==> src/rtl/count_seq_checker_sat.sv <==
// Saturating event counter with synchronous clear; sticks at all-ones.
module sat_counter #(
  parameter int W = 8
) (
  input  logic         clk,
  input  logic         rst_n,
  input  logic         clr,
  input  logic         inc,
  output logic [W-1:0] q
);

  logic [W-1:0] q_q;
  logic [W-1:0] q_d;

  // Next value: clear wins, otherwise count up until all-ones.
  always_comb begin
    q_d = q_q;
    if (clr) begin
      q_d = '0;
    end else if (inc && (q_q != {W{1'b1}})) begin
      q_d = q_q + {{(W-1){1'b0}}, 1'b1};
    end
  end

  // Counter register.
  always_ff @(posedge clk or negedge rst_n) begin
    if (!rst_n) begin
      q_q <= '0;
    end else begin
      q_q <= q_d;
    end
  end

  assign q = q_q;

endmodule

==> config.mk <==
export PLATFORM = sky130hd
export DESIGN_NAME = sat_counter
export DESIGN_NICKNAME = d
export VERILOG_FILES = /design/src/rtl/count_seq_checker_sat.sv
export SDC_FILE = /design/constraint.sdc
export NUM_CORES = 1
export LEC_CHECK = 0
export CORE_AREA = 2 2 39 41
export CTS_CLUSTER_SIZE = 30
export DETAILED_ROUTE_END_ITERATION = 8
export DIE_AREA = 0 0 41 43
export REMOVE_ABC_BUFFERS = 1
export SLEW_MARGIN = 0
export SYNTH_ARGS = -nofsm -noshare
export SYNTH_HDL_FRONTEND = slang
export SYNTH_SLANG_ARGS = --single-unit
==> constraint.sdc <==
create_clock -name clk -period 1.75 [get_ports clk]
set_input_delay 0.4375 -clock clk [delete_from_list [all_inputs] [get_ports clk]]
set_output_delay 0.4375 -clock clk [all_outputs]
set_load 0.05 [all_outputs]
==> metrics.yaml, run 1 <==
status: "complete, no violations"
clock_sinks: 8
top_usage_layer: "met2"
gp_routability_congestion: 0.759
die-area_mm2: 0.00176
netlist_top_cells_area: "dfrtp_1, mux2_2, nor3_1"
grt_pass1_wl_um: 1930
cp_cell_sequence: "ha_1 > and4_2 > a21boi_1 > mux2_2"
cp_max_fo: 5
p_total_w: 0.000424
drtIter0Drc: 10
slew_headroom: 0.742
grt_pass1_vias: 448
grt_use_total: 0.166
syn_avg_cell_area_um2: 9.47
synth.largest_area_cell: "dfrtp_1"
final-seq-area_um2: 200
num_rows: 14
synth_top_area_frac: 0.431
die_x_um: 41
nets: 75
start_util: 0.335
period_share: 0.911
ys_ff_latch: 8
io_buffers: 11
yosysWarnings: 0
drc: 0
n_antenna_cell: 0
critPathRequiredTime_ns: 1.88
post_cts_buffers: 0
first_pass_iters: 4
cp.arrival_ns: 1.72
yosysUniqueCellTypes: 28
antenna_left: 0
p_per_area_mw_per_mm2: 592
leakagePower_nw: 0.307
wl_per_cell_um: 14.0
ios: 12
slew_violations: 0
die_h_um: 43
use_met2: 0.256
finClkSkew_ns: 0.00555
clock.fmax_mhz: 628
core_area_mm2: 0.00138
post-route-util: 0.517
cts-root-buf: "clkbuf_4"
antenna_found_initial: 0
hpwl_um: 897
worst-slew-pin-transition_ns: 0.386
overflow: 0
fillCellCount: 127
ctsResizeCount: 0
vias: 450
cts_hold_buf: 0
routed_wl_um: 1180
cts_buffer_depth: 2
vias_per_cell: 5.36
ys.flop_type: "dfrtp_1"
met3_usage: 0.0314
use_met1: 0.203
setup_viol: 0
cpPeakStageDelay_ns: 0.40
synth_cells: 49
largest_reg_flops: 8
critPathSlowestCell: "dfrtp_1"
synth_edf_count: 0
finalHoldViolCount: 0
clk_transition_reported_paths_ns: 0.06
worst_setup_path_start_kind: "flip-flop"
drive_gt1_frac: 0.324
post-route-min-period_ns: 1.59
path_class: "reg2reg"
cts_tree: "built"
critPathCaptureType: "flip-flop"
grt_max_degree: 9
cts_buffers: 3
area_delta_synth_final_pct: 54.2
clk_latency_ns: 0.25
rsz0062_at_grt: "false"
multiInputGateArea_um2: 248
async_flop_share: 1.00
yosysSeqAreaShare: 0.431
synth_area_um2: 464
maxCapViolCount: 0
htree_levels: 1
hold_path.class: "in2async"
vdd_ir_drop_max_uv: 293
[critical path, delay by kind of cell (launching register included)]
kind	cells	cell delay, ns
AOI/OAI and AO/OA	1	0.24
adders and majority gates	1	0.21
DFF	1	0.40
muxes	1	0.37
and+or+nand+nor	1	0.26
[per-stage QoR]
stage               area (um^2)  setup TNS [ns]  worst slack, ns  hold WS, ns  cells
finish                      716               0            0.156        0.471     84
global route                716               0           0.0840        0.493     84
CTS                         716               0            0.160        0.481     84
detailed placement          693         -0.0574          -0.0478        0.597     81
global placement            693               0          0.00209        0.564     81
floorplan                   455          -0.138           -0.109        0.142     47
[path summary, 6_finish.rpt]
| kind | startpoint | end | slack [ns] | depth (start not counted) |
|---|---|---|---|---|
| max in group asynchronous | rst_n | q[0]$_DFFE_PN0P_ | 1.00 | 1 |
| max | q[0]$_DFFE_PN0P_ | q[0]$_DFFE_PN0P_ | 0.16 | 4 |
| min | rst_n | q[4]$_DFFE_PN0P_ | 0.47 | 1 |
| min reg2reg | q[7]$_DFFE_PN0P_ | q[7]$_DFFE_PN0P_ | 0.60 | 2 |
| min in group clk | q[7]$_DFFE_PN0P_ | q[7]$_DFFE_PN0P_ | 0.60 | 2 |
| max reg2reg | q[0]$_DFFE_PN0P_ | q[0]$_DFFE_PN0P_ | 0.16 | 4 |
[Yosys cell counts, types with 2 or more instances]
cell type  instances
dfrtp_1            8
nor3_1             4
a21oi_1            3
nand2b_1           3
nor2b_1            3
inv_1              2
mux2_2             2
nand2_1            2
nand3_1            2
nor2_1             2
[cell usage in the layout (no fill, tap or decap), drive strengths merged, types with 2 or more instances in the layout]
cell and n:
buf 15, dfrtp 8, nor3 4, a21oi 3, nand2b 3, nor2b 3
clkbuf 3, clkdlybuf4s50 3, nand3 3, nor2 2, mux2 2, inv 2
nand2 2, and4 2
[layout make-up]
class	count	share of cell area
clock buffer	3	0.0315
inverter	2	0.0105
multi-input combinational	37	0.346
tap	16	0.0280
timing repair buffer	18	0.304
sequential	8	0.280
[per-layer routing]
metal	vias up	wire, um	share of wire
met5	-	0	0
met4	0	42	0.036
met3	6	58	0.049
met2	14	569	0.48
met1	210	509	0.43
li1	220	-	-
[power by group]
group | internal (W) | total, W | switching (W)
sequential | 0.000189 | 0.000194 | 0.00000412
clock | 0.0000786 | 0.000143 | 0.0000646
combinational | 0.0000432 | 0.0000870 | 0.0000439
total | 0.000311 | 0.000424 | 0.000113
[kinds of logic after synthesis]
group,Yosys count,synth area share
and+or+nand+nor,24,0.310
adders and majority gates,1,0.0269
muxes,3,0.0701
AOI/OAI and AO/OA,9,0.127
DFF,8,0.431
buffers and inverters,4,0.0350
Note: power is estimated with default switching activity, not from simulation.
==> run 2: changes to the inputs <==
- GPL_TIMING_DRIVEN: unset -> 0
==> run 2 against run 1 <==
Compared with the run above:
- core utilization decreased by 8.0 points
- first-iteration DRC count increased by 100%
- critical endpoint is now q[2]
- sequential share of layout area increased by 5.2 points
- die area unchanged
- largest cell class unchanged
- sequential power about the same
- power decreased by 4.7%
- critical path type is now reg2out
- wire length decreased by 14%
- final cell count decreased by 8.3%
- highest routed layer unchanged
- via count decreased by 5.8%
- register-to-register slack about the same
==> metrics.yaml, run 2 (synthesis results as in run 1) <==
largest_reg_flops: 8  # unchanged
tns_ns: 0  # unchanged
top_usage_layer: "met1"
status: "complete, no violations"
htree_levels: 1  # unchanged
antenna_left: 0  # unchanged
vdd_ir_drop_max_uv: 414  # +41%
vias_per_cell: 5.51  # +2.8%
clock.fmax_mhz: 583  # -7.1%
critPathSlowestCell: "dlygate4sd2_1"
pwr-share-seq: 0.484  # +0.027
p_int_w: 0.000288  # -7.3%
num_rows: 14  # unchanged
finClkSkew_ns: 0.00276  # -0.00279 ns
slew_headroom: 0.676  # -0.0660
period_share: 0.980  # +0.0697
setup_viol: 0  # unchanged
use_met1: 0.204  # +0.00133
overflow: 0  # unchanged
cp_top_family: "buffers and inverters"
cp_max_fo: 7  # +2
cts_buffers: 3  # unchanged
cp.arrival_ns: 1.28  # -0.44 ns
ios: 12  # unchanged
power_switching_w: 0.000116  # +2.7%
wl_per_cell_um: 13.2  # -5.9%
finalHoldViolCount: 0  # unchanged
hpwl_um: 693  # -23%
area_delta_synth_final_pct: 30.2
cp.depth: 1  # -3
die_h_um: 43  # unchanged
cts-root-buf: "clkbuf_4"
io_buffers: 11  # unchanged
cp_cell_sequence: "dlygate4sd2_1"
critPathCaptureType: "primary output"
worst_setup_path_start_kind: "flip-flop"
switching_share: 0.286  # +0.0206
layout.cells.non_filler: 77  # -8.3%
antenna_found_initial: 0  # unchanged
cts_buffer_depth: 2  # unchanged
vias: 424  # -5.8%
place_inst: 74  # -8.6%
grt_use_total: 0.147  # -0.0199
critPathRequiredTime_ns: 1.31  # -0.57 ns
place_area_um2: 586  # -16%
cpPeakStageDelay_ns: 0.56  # +0.16 ns
start_util: 0.335  # unchanged
routed_wl_um: 1020  # -14%
design_area_um2: 604  # -16%
path_class: "reg2out"
clk_transition_reported_paths_ns: 0.06  # about the same
leakagePower_nw: 0.273  # -11%
dp_slack_ns: -0.143  # -0.0953 ns
first_pass_iters: 4  # unchanged
core_area_mm2: 0.00138  # unchanged
r2r_cells: 4  # unchanged
pwr-share-clk: 0.383  # +0.045
combPwrFrac: 0.132  # -0.073
fin_ws_ns: 0.0346  # -0.122 ns
clock_sinks: 8  # unchanged
path_buf_inv: 1  # +1
slew_violations: 0  # unchanged
drc: 0  # unchanged
hold_path.class: "in2async"
post-route-min-period_ns: 1.72  # +0.122 ns
grt_pass1_vias: 374  # -17%
grt_pass1_wl_um: 1680  # -13%
grt_max_degree: 12  # +3
n_antenna_cell: 0  # unchanged
worst-slew-pin-transition_ns: 0.488  # +0.102 ns
clk_latency_ns: 0.27  # +0.02 ns
die-area_mm2: 0.00176  # unchanged
rrSetupSlack_ns: 0.15  # about the same
drive_gt1_frac: 0.148  # -0.176
p_per_area_mw_per_mm2: 669  # +13%
final_cell_mix: "dlygate4sd2_1, dfrtp_1, nor3_1"
gp_routability_congestion: 0.744  # -1.9%
drtIter0Drc: 20  # +10
cts_tree: "built"
die_x_um: 41  # unchanged
nets: 68  # -9.3%
met3_usage: 0.0366  # +0.00524
rsz0062_at_grt: "false"
maxCapViolCount: 0  # unchanged
use_met2: 0.181  # -0.0750
run 2: cell types whose count changed in the layout (fill, tap and decap cells not counted):
cell | previous run | this run
a21boi_1 | 1 | 0
buf_4 | 9 | 0
a21boi_2 | 0 | 1
buf_12 | 6 | 0
ha_2 | 0 | 1
dlygate4sd2_1 | 0 | 8
ha_1 | 1 | 0
run 2: timing repair:
action	in CTS	in global routing
hold buffers	0	0
gates resized for setup	8	2
setup endpoints to repair	8	2
setup buffers	0	0
run 2: worst reg2reg max path: cells and delay by family, from the launching register on:
kind / cells / cell delay (ns)
flops: 1 / 0.43
fa+ha+maj: 1 / 0.25
compound gates: 1 / 0.19
simple gates: 1 / 0.27
mux: 1 / 0.35
run 2: final cells by class:
class / instances / area (um^2)
fill: 145 / 779
multi-input combinational: 37 / 254
sequential: 8 / 200
timing repair buffer: 11 / 100
clock buffer: 3 / 22.5
tap: 16 / 20.0
inverter: 2 / 7.51
run 2: final timing paths:
check / startpoint / endpoint
max: q[2]$_DFFE_PN0P_ / q[2]
min: rst_n / q[6]$_DFFE_PN0P_
max reg2reg: q[0]$_DFFE_PN0P_ / q[0]$_DFFE_PN0P_
min reg2reg: q[7]$_DFFE_PN0P_ / q[7]$_DFFE_PN0P_
max in group asynchronous: rst_n / q[5]$_DFFE_PN0P_
min in group clk: q[7]$_DFFE_PN0P_ / q[7]$_DFFE_PN0P_
run 2: power by group through the flow:
stage | sequential, W | clock, W | combinational (W)
floorplan | 0.000214 | 0 | 0.0000137
global placement | 0.000199 | 0 | 0.0000564
detailed placement | 0.000199 | 0 | 0.0000567
CTS | 0.000195 | 0.000156 | 0.0000538
global route | 0.000197 | 0.000161 | 0.0000587
finish | 0.000196 | 0.000155 | 0.0000535
run 2: metrics by stage:
step                      power (W)   util  hold WS [ns]
after floorplan            0.000228      -         0.142
after global placement     0.000255  0.423         0.574
after detailed placement   0.000256  0.423         0.576
after CTS                  0.000405  0.432         0.476
after global routing       0.000416  0.437         0.485
final                      0.000404  0.437         0.448
run 2: layer usage:
layer	share of wire	up-vias
met5	0	-
met4	0.038	0
met3	0.071	5
met2	0.43	13
met1	0.46	199
li1	-	207
